[src/rtl/fetch_sequencer_if.sv]
// Fetch sequencer bus bundle.
// Groups the per-cycle control inputs (stall, redirect, debug request), the
// instruction memory read port and the fetch/decode boundary outputs.
//   master : the fetch sequencer side
//   slave  : the environment side (decode, branch unit, debug loader, imem)
interface fetch_sequencer_if #(
  parameter int XLEN               = 64,
  parameter int INSTRUCTION_LENGTH = XLEN / 2
);
  logic                          stall;
  logic                          redirect_valid;
  logic [XLEN-1:0]               redirect_target;
  logic                          dbg_req;
  logic                          dbg_grant;
  logic [XLEN-1:0]               imem_addr;
  logic [INSTRUCTION_LENGTH-1:0] imem_instr;
  logic [XLEN-1:0]               pc_out;
  logic [INSTRUCTION_LENGTH-1:0] instr_out;
  logic                          instr_valid;
  logic                          fetch_fault;

  modport master (
    input  stall, redirect_valid, redirect_target, dbg_req, imem_instr,
    output dbg_grant, imem_addr, pc_out, instr_out, instr_valid, fetch_fault
  );

  modport slave (
    output stall, redirect_valid, redirect_target, dbg_req, imem_instr,
    input  dbg_grant, imem_addr, pc_out, instr_out, instr_valid, fetch_fault
  );
endinterface

[src/rtl/fetch_sequencer.sv]
// Fetch stage sequencer.
// Owns the fetch PC, drives the instruction memory address combinationally
// and registers PC + instruction into the fetch/decode boundary. Shares the
// memory port with a debug loader, and handles stall, branch redirect and a
// boot delay after reset.
// Ports:
//   clk  - clock, all state on rising edge
//   rst  - asynchronous active-low reset
//   bus  - fetch_sequencer_if.master (control inputs, imem port, decode outputs)
// Optional feature macro: FETCH_MISALIGN_TRAP_EN
//   defined   : misaligned redirect target sets sticky fetch_fault and halts
//   undefined : redirect target low bits are cleared, fetch_fault tied 0
module fetch_sequencer #(
  parameter int              XLEN               = 64,
  parameter int              INSTRUCTION_LENGTH = XLEN / 2,
  parameter logic [XLEN-1:0] RESET_VECTOR       = '0,
  parameter int              BOOT_DELAY         = 1
) (
  input logic               clk,
  input logic               rst,
  fetch_sequencer_if.master bus
);

  localparam int CNT_W = (BOOT_DELAY > 1) ? $clog2(BOOT_DELAY) : 1;
  localparam logic [CNT_W-1:0] BOOT_LAST = CNT_W'(BOOT_DELAY - 1);

  typedef enum logic [1:0] {S_BOOT, S_RUN, S_DEBUG, S_HALT} state_e;

  state_e                        state_q, state_d;
  logic [CNT_W-1:0]              boot_cnt_q, boot_cnt_d;
  logic [XLEN-1:0]               fetch_pc_q, fetch_pc_d;
  logic [XLEN-1:0]               pc_out_q, pc_out_d;
  logic [INSTRUCTION_LENGTH-1:0] instr_out_q, instr_out_d;
  logic                          instr_valid_q, instr_valid_d;
  logic                          dbg_grant_q, dbg_grant_d;

  logic [XLEN-1:0] redir_pc;
  logic            trap;

  // Redirect targets are forced to word alignment in the normal path.
  assign redir_pc = bus.redirect_target & ~XLEN'(3);

`ifdef FETCH_MISALIGN_TRAP_EN
  logic fault_q, fault_d;
  assign trap            = bus.redirect_valid && (bus.redirect_target[1:0] != 2'b00);
  assign bus.fetch_fault = fault_q;
`else
  assign trap            = 1'b0;
  assign bus.fetch_fault = 1'b0;
`endif

  always_comb begin
    state_d       = state_q;
    boot_cnt_d    = boot_cnt_q;
    fetch_pc_d    = fetch_pc_q;
    pc_out_d      = pc_out_q;
    instr_out_d   = instr_out_q;
    instr_valid_d = instr_valid_q;
`ifdef FETCH_MISALIGN_TRAP_EN
    fault_d       = fault_q;
`endif

    case (state_q)
      S_BOOT: begin
        // Inputs are ignored until the boot delay has elapsed.
        instr_valid_d = 1'b0;
        boot_cnt_d    = boot_cnt_q + CNT_W'(1);
        if (boot_cnt_q == BOOT_LAST) state_d = S_RUN;
      end

      S_RUN: begin
        if (trap) begin
          state_d       = S_HALT;
          fetch_pc_d    = bus.redirect_target;
          instr_valid_d = 1'b0;
`ifdef FETCH_MISALIGN_TRAP_EN
          fault_d       = 1'b1;
`endif
        end else if (bus.redirect_valid) begin
          // One bubble; the decode registers keep the last instruction.
          fetch_pc_d    = redir_pc;
          instr_valid_d = 1'b0;
        end else if (bus.dbg_req) begin
          // fetch_pc is held so fetch resumes at the same address.
          state_d       = S_DEBUG;
          instr_valid_d = 1'b0;
        end else if (!bus.stall) begin
          pc_out_d      = fetch_pc_q;
          instr_out_d   = bus.imem_instr;
          instr_valid_d = 1'b1;
          fetch_pc_d    = fetch_pc_q + XLEN'(4);
        end
      end

      S_DEBUG: begin
        instr_valid_d = 1'b0;
        if (trap) begin
          state_d    = S_HALT;
          fetch_pc_d = bus.redirect_target;
`ifdef FETCH_MISALIGN_TRAP_EN
          fault_d    = 1'b1;
`endif
        end else begin
          // Redirects still land while the loader owns the port.
          if (bus.redirect_valid) fetch_pc_d = redir_pc;
          if (!bus.dbg_req)       state_d    = S_RUN;
        end
      end

      default: begin
        // HALT: frozen until reset.
        instr_valid_d = 1'b0;
      end
    endcase

    // Grant follows the registered state so it rises on the entry edge
    // and falls on the exit edge.
    dbg_grant_d = (state_d == S_DEBUG);
  end

  always_ff @(posedge clk or negedge rst) begin
    if (!rst) begin
      state_q       <= S_BOOT;
      boot_cnt_q    <= '0;
      fetch_pc_q    <= RESET_VECTOR;
      pc_out_q      <= '0;
      instr_out_q   <= '0;
      instr_valid_q <= 1'b0;
      dbg_grant_q   <= 1'b0;
    end else begin
      state_q       <= state_d;
      boot_cnt_q    <= boot_cnt_d;
      fetch_pc_q    <= fetch_pc_d;
      pc_out_q      <= pc_out_d;
      instr_out_q   <= instr_out_d;
      instr_valid_q <= instr_valid_d;
      dbg_grant_q   <= dbg_grant_d;
    end
  end

`ifdef FETCH_MISALIGN_TRAP_EN
  always_ff @(posedge clk or negedge rst) begin
    if (!rst) fault_q <= 1'b0;
    else      fault_q <= fault_d;
  end
`endif

  assign bus.imem_addr   = fetch_pc_q;
  assign bus.pc_out      = pc_out_q;
  assign bus.instr_out   = instr_out_q;
  assign bus.instr_valid = instr_valid_q;
  assign bus.dbg_grant   = dbg_grant_q;

endmodule

[src/flat_wrapper.sv]
// flat-port wrapper written by rule: the top's interface ports become plain ports
module fetch_sequencer_flat 
#(
  parameter int              XLEN               = 64,
  parameter int              INSTRUCTION_LENGTH = XLEN / 2,
  parameter logic [XLEN-1:0] RESET_VECTOR       = '0,
  parameter int              BOOT_DELAY         = 1
)
  (clk, rst, bus_stall, bus_redirect_valid, bus_redirect_target, bus_dbg_req, bus_imem_instr, bus_dbg_grant, bus_imem_addr, bus_pc_out, bus_instr_out, bus_instr_valid, bus_fetch_fault);
  fetch_sequencer_if #(.XLEN(XLEN), .INSTRUCTION_LENGTH(INSTRUCTION_LENGTH)) bus_i ();
  input logic clk;
  input logic rst;
  input wire logic [$bits(bus_i.stall)-1:0] bus_stall;
  input wire logic [$bits(bus_i.redirect_valid)-1:0] bus_redirect_valid;
  input wire logic [$bits(bus_i.redirect_target)-1:0] bus_redirect_target;
  input wire logic [$bits(bus_i.dbg_req)-1:0] bus_dbg_req;
  input wire logic [$bits(bus_i.imem_instr)-1:0] bus_imem_instr;
  output wire logic [$bits(bus_i.dbg_grant)-1:0] bus_dbg_grant;
  output wire logic [$bits(bus_i.imem_addr)-1:0] bus_imem_addr;
  output wire logic [$bits(bus_i.pc_out)-1:0] bus_pc_out;
  output wire logic [$bits(bus_i.instr_out)-1:0] bus_instr_out;
  output wire logic [$bits(bus_i.instr_valid)-1:0] bus_instr_valid;
  output wire logic [$bits(bus_i.fetch_fault)-1:0] bus_fetch_fault;
  assign bus_i.stall = bus_stall;
  assign bus_i.redirect_valid = bus_redirect_valid;
  assign bus_i.redirect_target = bus_redirect_target;
  assign bus_i.dbg_req = bus_dbg_req;
  assign bus_i.imem_instr = bus_imem_instr;
  assign bus_dbg_grant = bus_i.dbg_grant;
  assign bus_imem_addr = bus_i.imem_addr;
  assign bus_pc_out = bus_i.pc_out;
  assign bus_instr_out = bus_i.instr_out;
  assign bus_instr_valid = bus_i.instr_valid;
  assign bus_fetch_fault = bus_i.fetch_fault;
  fetch_sequencer #(.XLEN(XLEN), .INSTRUCTION_LENGTH(INSTRUCTION_LENGTH), .RESET_VECTOR(RESET_VECTOR), .BOOT_DELAY(BOOT_DELAY)) u_core (.clk(clk), .rst(rst), .bus(bus_i));
endmodule
[config.mk]
export PLATFORM = sky130hd
export DESIGN_NAME = fetch_sequencer_flat
export DESIGN_NICKNAME = d
export VERILOG_FILES = /design/src/rtl/fetch_sequencer_if.sv /design/src/rtl/fetch_sequencer.sv /design/src/flat_wrapper.sv
export SDC_FILE = /design/constraint.sdc
export NUM_CORES = 1
export LEC_CHECK = 0
export CAP_MARGIN = 20
export CORE_MARGIN = 8
export CORE_UTILIZATION = 30
export DETAILED_ROUTE_END_ITERATION = 8
export PLACE_DENSITY = 0.64
export SLEW_MARGIN = 20
export SYNTH_ARGS = -nofsm -noshare
export SYNTH_HDL_FRONTEND = slang
export SYNTH_SLANG_ARGS = --single-unit
[constraint.sdc]
create_clock -name clk -period 3.28 [get_ports clk]
set_clock_uncertainty 0.05 [all_clocks]
set_input_delay 0.656 -clock clk [delete_from_list [all_inputs] [get_ports clk]]
set_output_delay 0.656 -clock clk [all_outputs]
set_load 0.02 [all_outputs]
==> summary.md <==
| Metric | Value |
|---|---|
| Final ANT Viol Nets | 0 |
| Initial antenna violation count | 4 |
| Cell Pwr Density | 944 nW/um^2 |
| Initial core utilization | 0.305 |
| Wire per inst | 19.2 microns |
| Clk pin slew, worst setup/hold paths | 0.07 ns |
| Port bufs | 256 |
| DRC viols | 0 |
| Initial DRC Count | 573 |
| Sequential cell area | 4030 sq um |
| Hold buffers post-CTS | 0 |
| Largest fanout on the critical path | 8 |
| Post-cts resize count | 0 |
| DP Wirelength | 22.5 mm |
| Routability cong. | 0.877 |
| Number of placement rows | 60 |
| Fin crit share | 0.813 |
| # nets final | 1354 |
| Worst Reg-to-Reg Cells | 5 |
| Area Growth Syn to Fin | 46.1% |
| Slew Limit Fails | 0 |
| R2R Path End | u_core.bus.imem_addr[61] |
| Top_reg_cell synth | dfrtp_1 |
| Layout cell share with drive strength beyond 1 | 0.0791 |
| Final TNS setup | 0 ns |
| Final core occ | 0.446 |
| Gate Count Post-Synth | 998 |
| Crit path required time | 3.54 ns |
| Clock latency on the worst-skew pair | 0.43 ns |
| Fmax | 375 MHz |
| DR vias | 8374 |
| Worst setup EP type | flop |
| Setup violators final | 0 |
| Number of synthesized flops with an enable pin | 0 |
| Flop-to-flop setup slack | 0.61 ns |
| CP Data Arrival Time | 2.93 ns |
| Area of the multi-input gates | 3890 sq um |
| Slew margin rel. | 0.494 |
| CTS buffer count | 17 |
| Largest net degree at the start of global routing | 81 |
| Synth area leader | dfrtp_1 |
| Fillers | 2582 |
| CTS tree | built |
| Vias in the first global route | 8336 |
| Outcome | finished clean |
| Worst IR drop on VDD | 0.000398 V |
| Most numerous cell in the Yosys netlist | nand2_1 |
| Postcts setup bufs | 0 |
| Synth top area cells | dfrtp_1, nand2_1, nand3_1 |
| Seq/Total Area, Yosys | 0.491 |
| Top cells by count, synth | nand2_1, dfrtp_1, clkbuf_1, nand3_1, a21oi_1 |
| Core region area | 26900 sq um |
| Post-synthesis cell area | 8210 sq um |
| I/O pins | 264 |
| CTS sink cnt | 161 |
| First-pass GRT wire length | 48.2 mm |
| Minimum clock period after layout | 2.67 ns |
| Crit path kind | reg -> reg |
| Post-synth top area share | 0.491 |
| Die height | 181 microns |
| Clk buf depth | 2 |
| Post-Syn Area per Cell | 8.22 sq um |
| Worst r2r src | u_core.bus.imem_addr[15] |
| Netlist cell types | 65 |
| Final Hold Fails | 0 |
| Lkg Pwr | 5.26 nW |
| Die Area | 32900 sq um |
| RSZ-0062 raised after global routing | false |
| H-tree depth | 4 |
| Vias/cell | 5.21 |
| Max_cap viols | 0 |
| GR Util All Layers | 0.184 |
| WL final | 30.9 mm |
| CP startpoint kind | flop |
| Async S/R FF share, synth | 1.00 |
| #FFs+latches synth | 161 |
| Synth warn | 0 |
| Die width | 181 microns |
| Worst Max-Slew Pin Slew | 0.759 ns |
| Root Buffer | clkbuf_16 |
| Drt pass-1 iters | 6 |
| Total gr overflow | 0 |
| HP Class | in -> async |
## flip-flops by register name, summed over array words and instances (netlist names)
register	flops
u_core.boot_cnt_q	1
u_core.bus.dbg_grant	1
u_core.bus.imem_addr	62
u_core.bus.instr_out	32
u_core.bus.pc_out	62
u_core.bus.instr_valid	1
u_core.state_q	2
## metrics by stage
stage	cell area, sq um	setup WS, ns	std cells	hold slack (ns)	total power [W]
after CTS	12000	0.653	1606	0.241	0.0114
after floorplan	8220	0.743	1002	0.310	0.00635
after detailed placement	11400	0.245	1574	0.411	0.00920
after global routing	12000	0.508	1608	0.256	0.0120
after global placement	11400	0.272	1574	0.406	0.00909
final	12000	0.613	1608	0.201	0.0113
## cells by family (layout without fill, tap and decap cells)
family          after synthesis  count (layout)  share of synthesized area
other cells                   1               7                   0.000457
simple gates                603             603                      0.337
xor+xnor                      1               1                    0.00107
fa+ha+maj                     1               1                    0.00152
compound gates              145             145                      0.118
flops                       161             161                      0.491
mux                           8               8                    0.00976
buf+inv                      78             341                     0.0407
## power by group
| part | total [W] | internal, W | switching, W |
|---|---|---|---|
| clock | 0.00217 | 0.00123 | 0.000946 |
| sequential | 0.00369 | 0.00279 | 0.000892 |
| combinational | 0.00546 | 0.00242 | 0.00304 |
## worst max path at each step
stage	from	endpoint
detailed placement	bus_dbg_req	u_core.bus.pc_out[9]
floorplan	u_core.bus.imem_addr[23]	u_core.bus.imem_addr[61]
global placement	bus_dbg_req	u_core.bus.pc_out[3]
global route	u_core.state_q[1]	u_core.bus.imem_addr[28]
CTS	u_core.bus.imem_addr[15]	u_core.bus.imem_addr[61]
finish	u_core.bus.imem_addr[15]	u_core.bus.imem_addr[61]
## cells in the final DEF (no fill, tap or decap), drive strengths merged, types with 23 or more instances in the layout
cell / instances
nand4: 33
nor2: 40
a21oi: 44
dfrtp: 161
buf: 49
nor3: 34
nand3: 53
clkdlybuf4s50: 255
and3: 23
nand2: 349
## critical path, stage by stage, from the launching register on
cell,delay [ns]
dfrtp_1,0.54
nand3_2,0.19
or3_1,0.55
or3_4,0.51
o311a_1,0.36
or3_1,0.34
## layout make-up
cell class              count  share of cell area
flip-flops and latches    161               0.336
multi-input cells         763               0.325
repair buffers            304               0.249
well taps                 341              0.0356
clock buffers              17              0.0355
clock inverters            15              0.0168
inverters                   5             0.00157
diodes                      2            0.000418
## routing by layer
layer	routed length (microns)	up-vias	track usage
met4	680	4	0.0597
met5	27	-	0
met1	13000	4029	0.234
met2	14800	297	0.299
met3	2410	48	0.0493
li1	-	3996	-
(Power assumes the default switching activity.)
